[src/rtl/ad_collect.sv]
// rtl/ad_collect.sv - N-channel sample collector: per-channel hold/pend, round-robin merge into a
// channel-tagged FIFO, drained through fx bus registers.

module ad_collect #(
    parameter int NCH   = 8,
    parameter int DW    = 16,
    parameter int DEPTH = 64
) (
    input  logic              clk_sys,
    input  logic              rst_n,
    input  logic [5:0]        dev_id,
    input  logic [NCH*DW-1:0] ad_data,
    input  logic [NCH-1:0]    ad_vld,
    input  logic [21:0]       fx_waddr,
    input  logic              fx_wr,
    input  logic [7:0]        fx_data,
    input  logic [21:0]       fx_raddr,
    input  logic              fx_rd,
    output logic [7:0]        fx_q,
    output logic              data_rdy
);

    localparam int CW = (NCH > 1) ? $clog2(NCH) : 1;
    localparam int AW = $clog2(DEPTH);
    localparam int FW = 4 + DW;

    localparam logic [7:0] REG_CTRL     = 8'h00;
    localparam logic [7:0] REG_CH_EN_LO = 8'h01;
    localparam logic [7:0] REG_CH_EN_HI = 8'h02;
    localparam logic [7:0] REG_STATUS   = 8'h03;
    localparam logic [7:0] REG_LEVEL    = 8'h04;
    localparam logic [7:0] REG_OVR_LO   = 8'h05;
    localparam logic [7:0] REG_OVR_HI   = 8'h06;
    localparam logic [7:0] REG_THR      = 8'h07;
    localparam logic [7:0] REG_HEAD_CH  = 8'h08;
    localparam logic [7:0] REG_HEAD_HI  = 8'h09;
    localparam logic [7:0] REG_HEAD_LO  = 8'h0A;

    logic              enable_q, enable_d;
    logic [NCH-1:0]    ch_en_q, ch_en_d;
    logic [NCH-1:0]    ovr_q, ovr_d, ovr_set;
    logic [NCH-1:0]    pend_q, pend_d;
    logic [DW-1:0]     hold_q [NCH];
    logic [DW-1:0]     hold_d [NCH];
    logic [CW-1:0]     last_q, last_d;
    logic [7:0]        thr_q, thr_d;
    logic [AW-1:0]     wr_ptr_q, wr_ptr_d, rd_ptr_q, rd_ptr_d;
    logic [AW:0]       count_q, count_d;
    logic [7:0]        rdata_q, rd_val;
    logic              rdy_q, rdy_d;

    logic [FW-1:0]     mem [DEPTH];
    logic [FW-1:0]     push_word, head_word;
    logic [15:0]       head16, ch_en_rd16, ovr_rd16, ch_en_w16, ovr_clr16, count16;
    logic [3:0]        head_ch4;
    logic [7:0]        level8;

    logic              wsel, rsel, clr, pop, empty, full;
    logic [7:0]        woff, roff;
    logic              gnt_vld;
    logic [CW-1:0]     gnt_ch, cand;
    int                idx;
    logic              unused_bits;

    assign wsel  = fx_wr && (fx_waddr[21:16] == dev_id);
    assign rsel  = fx_rd && (fx_raddr[21:16] == dev_id);
    assign woff  = fx_waddr[7:0];
    assign roff  = fx_raddr[7:0];
    assign empty = (count_q == '0);
    assign full  = (count_q == (AW+1)'(DEPTH));
    assign clr   = wsel && (woff == REG_CTRL) && fx_data[1];
    assign pop   = rsel && (roff == REG_HEAD_LO) && !empty && !clr;

    // Round-robin search starting just after the last granted channel; a clr cycle grants nothing
    // so the pending sample survives the flush.
    always_comb begin
        gnt_vld = 1'b0;
        gnt_ch  = '0;
        cand    = '0;
        idx     = 0;
        for (int k = 1; k <= NCH; k++) begin
            idx = int'(last_q) + k;
            if (idx >= NCH) idx = idx - NCH;
            cand = CW'(idx);
            if (!gnt_vld && !full && !clr && pend_q[cand]) begin
                gnt_vld = 1'b1;
                gnt_ch  = cand;
            end
        end
    end

    assign last_d    = gnt_vld ? gnt_ch : last_q;
    assign push_word = {4'(gnt_ch), hold_q[gnt_ch]};

    always_comb begin
        pend_d  = pend_q;
        ovr_set = '0;
        for (int i = 0; i < NCH; i++) begin
            hold_d[i] = hold_q[i];
            if (!(enable_q && ch_en_q[i])) begin
                pend_d[i] = 1'b0;
            end else if (ad_vld[i]) begin
                hold_d[i]  = ad_data[i*DW +: DW];
                pend_d[i]  = 1'b1;
                ovr_set[i] = pend_q[i] && !(gnt_vld && (gnt_ch == CW'(i)));
            end else if (gnt_vld && (gnt_ch == CW'(i))) begin
                pend_d[i] = 1'b0;
            end
        end
    end

    always_comb begin
        wr_ptr_d = wr_ptr_q;
        rd_ptr_d = rd_ptr_q;
        count_d  = count_q;
        if (clr) begin
            wr_ptr_d = '0;
            rd_ptr_d = '0;
            count_d  = '0;
        end else begin
            if (gnt_vld) wr_ptr_d = wr_ptr_q + AW'(1);
            if (pop)     rd_ptr_d = rd_ptr_q + AW'(1);
            if (gnt_vld && !pop)      count_d = count_q + (AW+1)'(1);
            else if (!gnt_vld && pop) count_d = count_q - (AW+1)'(1);
        end
    end

    always_comb begin
        enable_d  = enable_q;
        thr_d     = thr_q;
        ch_en_w16 = 16'(ch_en_q);
        ovr_clr16 = '0;
        if (wsel) begin
            case (woff)
                REG_CTRL:     enable_d         = fx_data[0];
                REG_CH_EN_LO: ch_en_w16[7:0]   = fx_data;
                REG_CH_EN_HI: ch_en_w16[15:8]  = fx_data;
                REG_OVR_LO:   ovr_clr16[7:0]   = fx_data;
                REG_OVR_HI:   ovr_clr16[15:8]  = fx_data;
                REG_THR:      thr_d            = fx_data;
                default:      ;
            endcase
        end
        ch_en_d = ch_en_w16[NCH-1:0];
        // A fresh overrun in the same cycle as the clear wins so it is never lost.
        ovr_d   = (ovr_q & ~ovr_clr16[NCH-1:0]) | ovr_set;
    end

    assign rdy_d = (thr_d == 8'h00) || (16'(count_d) >= 16'(thr_d));

    always_ff @(posedge clk_sys) begin
        if (gnt_vld) mem[wr_ptr_q] <= push_word;
    end

    assign head_word  = mem[rd_ptr_q];
    assign head16     = 16'(head_word[DW-1:0]);
    assign head_ch4   = head_word[FW-1:DW];
    assign ch_en_rd16 = 16'(ch_en_q);
    assign ovr_rd16   = 16'(ovr_q);
    assign count16    = 16'(count_q);
    assign level8     = (count16 > 16'd255) ? 8'hFF : count16[7:0];

    always_comb begin
        rd_val = 8'h00;
        case (roff)
            REG_CTRL:     rd_val = {7'b0, enable_q};
            REG_CH_EN_LO: rd_val = ch_en_rd16[7:0];
            REG_CH_EN_HI: rd_val = ch_en_rd16[15:8];
            REG_STATUS:   rd_val = {6'b0, full, empty};
            REG_LEVEL:    rd_val = level8;
            REG_OVR_LO:   rd_val = ovr_rd16[7:0];
            REG_OVR_HI:   rd_val = ovr_rd16[15:8];
            REG_THR:      rd_val = thr_q;
            REG_HEAD_CH:  rd_val = empty ? 8'h00 : {4'b0, head_ch4};
            REG_HEAD_HI:  rd_val = empty ? 8'h00 : head16[15:8];
            REG_HEAD_LO:  rd_val = empty ? 8'h00 : head16[7:0];
            default:      rd_val = 8'h00;
        endcase
    end

    always_ff @(posedge clk_sys or negedge rst_n) begin
        if (!rst_n) begin
            enable_q <= 1'b0;
            ch_en_q  <= '1;
            ovr_q    <= '0;
            pend_q   <= '0;
            last_q   <= CW'(NCH - 1);
            thr_q    <= 8'h01;
            wr_ptr_q <= '0;
            rd_ptr_q <= '0;
            count_q  <= '0;
            rdata_q  <= 8'h00;
            rdy_q    <= 1'b0;
            for (int i = 0; i < NCH; i++) hold_q[i] <= '0;
        end else begin
            enable_q <= enable_d;
            ch_en_q  <= ch_en_d;
            ovr_q    <= ovr_d;
            pend_q   <= pend_d;
            last_q   <= last_d;
            thr_q    <= thr_d;
            wr_ptr_q <= wr_ptr_d;
            rd_ptr_q <= rd_ptr_d;
            count_q  <= count_d;
            rdy_q    <= rdy_d;
            hold_q   <= hold_d;
            if (rsel) rdata_q <= rd_val;
        end
    end

    assign fx_q     = rdata_q;
    assign data_rdy = rdy_q;

    assign unused_bits = ^{fx_waddr[15:8], fx_raddr[15:8], ch_en_w16, ovr_clr16};

endmodule

[config.mk]
export PLATFORM = sky130hd
export DESIGN_NAME = ad_collect
export DESIGN_NICKNAME = d
export VERILOG_FILES = /design/src/rtl/ad_collect.sv
export SDC_FILE = /design/constraint.sdc
export NUM_CORES = 1
export LEC_CHECK = 0
export BUFFER_PORTS_ARGS = -buffer_cell sky130_fd_sc_hd__buf_2
export CAP_MARGIN = 10
export CORE_MARGIN = 2
export CORE_UTILIZATION = 46
export DETAILED_ROUTE_END_ITERATION = 12
export HOLD_SLACK_MARGIN = 0.06
export PLACE_DENSITY = 0.65
export SLEW_MARGIN = 20
export SYNTH_ARGS = -nofsm -noshare
export SYNTH_HDL_FRONTEND = slang
export SYNTH_SLANG_ARGS = --single-unit
[constraint.sdc]
create_clock -name clk_sys -period 9.77 [get_ports clk_sys]
set_input_delay 0.977 -clock clk_sys [delete_from_list [all_inputs] [get_ports clk_sys]]
set_output_delay 0.977 -clock clk_sys [all_outputs]
set_load 0.01 [all_outputs]
==> impl_results.md, run 1 <==
- Layout area overhead: 13.0%
- Min Tclk post-route: 6.99 ns
- Die ar.: 128000 um2
- Number of CTS-inserted buffers: 138
- Core footprint: 124000 um2
- GP Congestion: 0.890
- Sequential Area: 41400 um2
- Psw: 2.25 mW
- Status: complete, no violations
- Share of cells above drive strength 1: 0.256
- Flop pwr share: 0.554
- Clock Tree Root: clkbuf_16
- Die width: 358 um
- Post-CTS resize count: 0
- Post-DR vias/cell: 5.99
- Logic pwr share: 0.007
- Initial antenna violation count: 9
- Final period util: 0.716
- # hold bufs at CTS: 0
- Arrival time at the worst endpoint: 7.43 ns
- Worst Path Max Fanout: 64
- Hold Violations, Final: 0
- Fillers: 9794
- Ys Warns: 0
- Power per cell area: 179 nW/um2
- Min-Delay Path Class: primary input to async pin
- Via Count: 31358
- Max_slew headroom: 0.208
- Clock Latency Late Sink: 0.76 ns
- Post-CTS setup buffer count: 0
- Grt total ovfl: 0
- Leakage: 19.2 nW
- Cell Rows: 129
- TNS Setup: 0 ns
- Syn nets: 3470
- Multi-input logic area: 15700 um2
- Clock Power Share: 0.440
- Drt pass-1 iters: 5
- Input/output buffers: 190
- DPL Wire Length: 80.7 mm
- Sequential area share after synthesis: 0.716
- Mapped cell area: 57700 um2
- CTS tree: yes
- RSZ-0062 raised after global routing: no
- Antenna-violating nets left: 0
- Number of global-route vias before repair: 31496
- Pwr Total: 11.6 mW
- Clock Skews: 0.0253 ns
- WP data required: 10.20 ns
- I/O pins: 207
- Yosys reg bits: 1408
- Max Clock Freq: 143 MHz
- DP Worst Slack: 2.77 ns
- Top_reg_cell synth: edfxtp_1
- Starting Density: 0.465
- CP Launch Type: flip-flop
- Total Routed Length: 141 mm
- Die height: 358 um
- H-tree levels: 4
- Int Pwr: 9.39 mW
- CP Capture Type: flip-flop
- Yosys cell types: 85
- Fin worst setup slack: 2.78 ns
- DR WL/cell: 27.0 um
- Kind of critical path: flip-flop to flip-flop
- Fin. max-slew vios: 0
- Clk sinks: 1408
- Worst slew pin tran: 1.18 ns
- DR iter-0 viols: 2962
- Mean Syn Cell Area: 17.7 um2
- DRC: 0
- First-pass GRT wire length: 207 mm
- Cells after Synth: 3259
- FFs w/ async S/R, synth: 0.136
- Sw frac: 0.194
- Clock-pin slew of the registers on the worst-case setup and hold paths: 0.06 ns
- Gr usage total: 0.221
- VDD IR max: 0.162 mV
- # nets final: 3696
- CTS Buffer Depth: 3
- Maxcap violations: 0
- Final setup fails: 0
- EDFF count, synth: 1216
- Largest net degree at the start of global routing: 116
-- path summary, 6_finish.rpt --
kind / from / endpoint / slack, ns / depth (start not counted)
hold / removal: rst_n / hold_q[115] / 0.26 / 1
setup reg to reg: last_q[1] / mem[56][8] / 2.78 / 14
hold reg to reg: hold_q[42] / hold_q[42] / 0.50 / 1
setup / recovery: last_q[1] / mem[56][8] / 2.78 / 14
max in group asynchronous: rst_n / rd_ptr_q[1] / 7.44 / 3
min in group clk_sys: ad_data[121] / hold_q[9] / 0.45 / 2
-- cells by family after synthesis --
| logic type | Yosys count | synth area share |
|---|---|---|
| xor gates and xnor gates | 31 | 0.00483 |
| muxes | 735 | 0.167 |
| buffers and inverters | 225 | 0.0176 |
| adders and majority gates | 13 | 0.00282 |
| and+or+nand+nor | 365 | 0.0304 |
| DFF | 1408 | 0.716 |
| AOI/OAI and AO/OA | 482 | 0.0612 |
-- flip-flops by register name, indices dropped and copies added, names as in the netlist --
signal,cells
wr_ptr_q,6
data_rdy,1
rd_ptr_q,6
ovr_q,8
mem,1216
fx_q,8
last_q,3
count_q,7
thr_q,8
pend_q,8
hold_q,128
enable_q,1
ch_en_q,8
-- per-stage QoR --
step / hold WS [ns] / area [um2] / cells / utilization
finish: 0.259 / 65200 / 5232 / 0.525
global route: 0.296 / 65200 / 5231 / 0.525
CTS: 0.260 / 65200 / 5230 / 0.525
detailed placement: 0.488 / 60900 / 4982 / 0.491
global placement: 0.485 / 60900 / 4982 / 0.490
floorplan: 0.448 / 57700 / 3259 / -
-- critical path: stages, from the launching register on --
cell,delay (ns)
dfstp_2,0.75
clkinv_1,0.34
ha_1,0.88
mux4_2,0.63
and2_1,0.21
o211a_4,0.26
nor4_2,0.47
a31oi_1,0.20
nor2_2,0.40
nor2_8,0.11
inv_4,0.52
buf_4,0.58
mux4_1,0.39
o211ai_1,0.20
buf_4,0.63
-- routing by layer --
metal / wire, um / GRT usage / vias up
li1: - / - / 13707
met1: 58600 / 0.298 / 16308
met2: 68000 / 0.357 / 1107
met3: 10500 / 0.0470 / 222
met4: 4200 / 0.0734 / 14
met5: 88 / 0 / -
-- power groups by stage --
stage	logic, mW	registers, mW	clock network, mW
finish	0.0780	6.45	5.12
global route	0.0871	6.44	5.43
CTS	0.0793	6.45	5.19
detailed placement	0.0792	6.57	0
global placement	0.0788	6.57	0
floorplan	0.0165	6.57	0
-- synthesized netlist by cell type (9+ instances only) --
library cell | number | area share
xor2_1 | 16 | 0.0024
buf_2 | 27 | 0.0023
nor2_1 | 101 | 0.0066
o22ai_1 | 83 | 0.0090
o21ai_0 | 22 | 0.0019
a22o_1 | 12 | 0.0018
mux2i_1 | 404 | 0.070
ha_1 | 13 | 0.0028
nand3_1 | 40 | 0.0035
mux2_2 | 165 | 0.032
buf_1 | 43 | 0.0028
a21oi_1 | 78 | 0.0068
dfstp_2 | 12 | 0.0055
xnor2_1 | 14 | 0.0021
inv_1 | 23 | 0.0015
o211ai_1 | 9 | 0.0012
edfxtp_1 | 1216 | 0.63
mux4_2 | 164 | 0.064
a211oi_1 | 62 | 0.0081
nand2b_1 | 10 | 0.0011
nand4_1 | 14 | 0.0015
dfrtp_1 | 180 | 0.078
o221ai_1 | 157 | 0.024
clkbuf_1 | 115 | 0.0075
nand2_1 | 124 | 0.0081
-- cell type report --
type	count	area share
antenna	2	0.0000767
clock buffer	182	0.0579
clock inverter	66	0.00817
inverter	27	0.00159
multi-input combinational	1626	0.240
sequential	1408	0.634
tap	1637	0.0314
timing repair buffer	284	0.0265
-- cells in the final DEF (no fill, tap or decap), types with 9 or more instances in the layout --
cell type	n
xnor2_1	14
nand2b_1	9
inv_1	22
o21ai_0	22
nand3_1	37
clkbuf_16	143
clkinv_2	23
mux4_2	164
o211ai_1	9
nand4_1	14
buf_2	189
dfstp_2	12
buf_4	89
nand2_1	123
xor2_1	16
nor2_2	47
o221ai_1	157
nor2_4	16
mux2i_1	404
clkbuf_1	34
dfrtp_1	174
a22o_1	12
a211oi_1	60
clkinv_1	25
ha_1	13
o22ai_1	83
edfxtp_1	1216
mux2_2	163
a21oi_1	78
nor2_1	39
Power figures use the tool's default switching activity.
==> inputs of run 2 (changes only) <==
--- a/config.mk
+++ b/config.mk
@@ -5,13 +5,14 @@
 export SDC_FILE = /design/constraint.sdc
 export NUM_CORES = 1
 export LEC_CHECK = 0
+export ABC_AREA = 1
 export BUFFER_PORTS_ARGS = -buffer_cell sky130_fd_sc_hd__buf_2
 export CAP_MARGIN = 10
 export CORE_MARGIN = 2
 export CORE_UTILIZATION = 46
 export DETAILED_ROUTE_END_ITERATION = 12
 export HOLD_SLACK_MARGIN = 0.06
-export PLACE_DENSITY = 0.65
+export PLACE_DENSITY = 0.67
 export SLEW_MARGIN = 20
 export SYNTH_ARGS = -nofsm -noshare
 export SYNTH_HDL_FRONTEND = slang
==> constraint.sdc (replaced) <==
create_clock -name clk_sys -period 5.9 [get_ports clk_sys]
set_input_delay 0.59 -clock clk_sys [delete_from_list [all_inputs] [get_ports clk_sys]]
set_output_delay 0.59 -clock clk_sys [all_outputs]
set_load 0.01 [all_outputs]
==> run 2 against run 1 <==
Compared with the run above:
- final area increased by 3.9%
- register-to-register slack got worse by 2.1 ns
- sequential power up 110%
- clock skew grew 0.0070 ns
- clock-buffer cell count up 12
- sequential cell count unchanged
- critical path depth rose by 11
- worst hold slack worse by 0.16 ns
- setup slack worse by 2.1 ns
- via count rose by 30%
- critical endpoint is now data_rdy
- largest cell class unchanged
- highest routed layer unchanged
==> impl_results.md, run 2 <==
- R2R setup slack: 0.72 ns (-2.05 ns)
- Clock Latency Late Sink: 0.78 ns (+0.02 ns)
- H-tree levels: 4 (unchanged)
- CTS tree: yes
- Commonest non-fill, non-tap cell in the layout: edfxtp_1
- Leakage: 23.3 nW (+21%)
- Top_reg_cell synth: edfxtp_1
- Clk sinks: 1408 (unchanged)
- Max reg flops: 1216 (unchanged)
- Clock-pin slew of the registers on the worst-case setup and hold paths: 0.06 ns (about the same)
- DR WL/cell: 23.3 um (-14%)
- Buf+Inv Stages, Crit Path: 4 (unchanged)
- Drt pass-1 iters: 6 (+1)
- DP Worst Slack: 0.737 ns (-2.03 ns)
- Initial antenna violation count: 3 (-6)
- TNS Setup: 0 ns (unchanged)
- Hold Violations, Final: 0 (unchanged)
- Yosys reg bits: 1408 (unchanged)
- Max_slew headroom: 0.187 (-0.0213)
- Met1 Use GR: 0.341 (+0.0428)
- RSZ-0062 raised after global routing: no
- Synth top area cells: edfxtp_1, dfrtp_1, o21ai_0, nor2_1, o22ai_1
- Fillers: 10339 (+5.6%)
- Syn nets: 5123 (+48%)
- Post-CTS setup buffer count: 0 (unchanged)
- Most numerous cell in the Yosys netlist: edfxtp_1
- Final hold slack: 0.0968 ns (-0.162 ns)
- Max Clock Freq: 193 MHz (+35%)
- Number of global-route vias before repair: 38984 (+24%)
- Met3 usage: 0.0505 (+0.00351)
- Clock Skews: 0.0323 ns (+0.00696 ns)
- Grt total ovfl: 0 (unchanged)
- Mapped cell area: 58400 um2 (+1.1%)
- Fin worst setup slack: 0.723 ns (-2.05 ns)
- First-pass GRT wire length: 243 mm (+17%)
- Worst Path Max Fanout: 16 (-75%)
- Ys Warns: 0 (unchanged)
- Antenna-violating nets left: 0 (unchanged)
- Starting Density: 0.464 (-0.000712)
- Share of the synthesized area in the top cell type: 0.625 (-0.00716)
- Clock Tree Root: clkbuf_16
- Min-Delay Path Class: primary input to flip-flop
- # nets final: 5410 (+46%)
- GR Util met2: 0.389 (+0.0316)
- Input/output buffers: 190 (unchanged)
- CP Launch Type: flip-flop
- CP top delay family: compound AO/OA/AOI/OAI gates
- Most frequent cells in the layout: edfxtp_1, nor2_1, o21ai_0
- EDFF count, synth: 1216 (unchanged)
- Final period util: 0.877 (+0.162)
- CP most frequent cell: o21a_1
- Most flops, register: mem
- I/O pins: 207 (unchanged)
- Sequential area share after synthesis: 0.708 (-0.00810)
- Layout area overhead: 16.0%
- VDD IR max: 1.11 mV (+580%)
- GP Congestion: 0.905 (+1.7%)
- FF-to-FF path depth: 25 (+11)
- Design Area, Final: 67700 um2 (+3.9%)
- Gr usage total: 0.247 (+0.0261)
- Die ar.: 130000 um2 (+1.1%)
- Arrival time at the worst endpoint: 5.83 ns (-1.60 ns)
- Placed Instance Area: 61600 um2 (+1.2%)
- CTS Buffer Depth: 3 (unchanged)
- Biggest regs: mem (1216), hold_q (128)
- WP data required: 6.55 ns (-3.65 ns)
- Status: complete, no violations
- CP Capture Type: flip-flop
- Power per cell area: 437 nW/um2 (+140%)
- Cell Rows: 130 (+0.78%)
- Mean Syn Cell Area: 11.9 um2 (-33%)
- Number of CTS-inserted buffers: 145 (+5.1%)
- DRC: 0 (unchanged)
- Cells after Synth: 4912 (+51%)
- GR peak layer: met2
- RR Endpoint: data_rdy
- Via Count: 40887 (+30%)
- Setup crit start: last_q[0]
- Post-synth top area cell: edfxtp_1
- Largest net degree at the start of global routing: 156 (+34%)
- Fin. max-slew vios: 0 (unchanged)
- Final setup fails: 0 (unchanged)
- Min Tclk post-route: 5.18 ns (-1.82 ns)
- Die height: 360 um (+0.56%)
- Worst slew pin tran: 1.21 ns (+0.0282 ns)
- DR iter-0 viols: 4602 (+55%)
- Share of cells above drive strength 1: 0.149 (-0.107)
- Slowest stage delay, CP: 0.73 ns (-0.15 ns)
- Worst r2r src: last_q[0]
- FFs w/ async S/R, synth: 0.136 (unchanged)
- Yosys cell types: 53 (-38%)
- Maxcap violations: 0 (unchanged)
- Crit path depth: 25 (+11)
- Post-DR vias/cell: 5.87 (-2.1%)
- DPL Wire Length: 91.1 mm (+13%)
- Core footprint: 126000 um2 (+1.3%)
- Critical path's slowest cell: dfstp_2
- Die width: 360 um (+0.56%)
- Kind of critical path: flip-flop to flip-flop
- Critical path endpoint: data_rdy
- Total Routed Length: 162 mm (+15%)
- Most frequent cells after synthesis: edfxtp_1, nor2_1, o21ai_0
==> run 2: cell types whose count changed in the layout (fill, tap and decap cells not counted), moves of 58 or more <==
cell,previous run,this run
a211oi_1,60,2
dlygate4sd3_1,0,132
inv_1,22,104
mux2i_1,404,5
mux4_2,164,0
nand2_1,123,494
nand3_1,37,147
nor2_1,39,852
o21ai_0,22,817
o221ai_1,157,0
o22ai_1,83,377
==> run 2: kinds of logic (layout without fill, tap and decap cells) <==
kind of cell | after synthesis | after routing | share of synthesized area
AO/OA/AOI/OAI | 1269 | 1269 | 0.119
XOR/XNOR | 9 | 9 | 0.00135
adder cells (fa/ha/maj) | 13 | 13 | 0.00279
buffers and inverters | 437 | 841 | 0.0307
flip-flops | 1408 | 1408 | 0.708
multiplexers | 133 | 133 | 0.0255
other | 0 | 1 | 0
AND/OR/NAND/NOR | 1643 | 1643 | 0.112
==> run 2: worst min-delay path by stage <==
stage	start	end	slack (ns)	cells after the start
2_1_floorplan	rst_n	count_q[0]	0.29	0
3_3_place_gp	fx_q[6]	fx_q[6]	0.47	2
3_5_place_dp	fx_q[3]	fx_q[3]	0.46	2
4_1_cts	fx_data[7]	ch_en_q[7]	0.06	3
5_1_grt	fx_data[7]	ch_en_q[7]	0.08	3
6_report	fx_data[1]	ch_en_q[1]	0.1	3
==> run 2: worst min-delay path, delay by kind of cell <==
kind,cells,cell delay (ns)
buffers and inverters,2,0.19
AO/OA/AOI/OAI,1,0.09
==> run 2: area by class of cell <==
cell class              count  area, um2  share of cell area
flip-flops and latches   1408      41300               0.610
multi-input cells        3067      15500               0.228
clock buffers             194       3940              0.0581
repair buffers            458       3580              0.0529
well taps                1650       2060              0.0305
clock inverters            70        867              0.0128
inverters                 119        469             0.00693
diodes                      1       2.50           0.0000369
==> run 2: metrics by stage <==
stage	power (mW)	instances	utilization
after CTS	29.6	6966	0.539
final	29.6	6967	0.539
after floorplan	17.8	4912	-
after detailed placement	20.3	6570	0.490
after global placement	20.2	6570	0.490
after global routing	30.7	6966	0.539
==> run 2: power by group <==
part           leakage, nW  switching (mW)  internal [mW]  total (mW)
Clock                 2.34            3.84           5.50        9.34
Combinational         8.42            5.52           1.44        6.96
Sequential            12.6           0.264           13.0        13.3
==> run 2: per-layer routing <==
| metal | share of wire | routed length, um | vias to the layer above |
|---|---|---|---|
| li1 | - | - | 18378 |
| met1 | 0.41 | 66000 | 20165 |
| met2 | 0.47 | 75600 | 2006 |
| met3 | 0.094 | 15300 | 334 |
| met4 | 0.032 | 5190 | 4 |
| met5 | 0.00014 | 22 | - |
==> run 2: what timing repair did <==
action	in CTS	in global routing
endpoints found under the setup margin	0	0
endpoints found under the hold margin	188	0
hold buffers	132	0
resized for setup	0	0
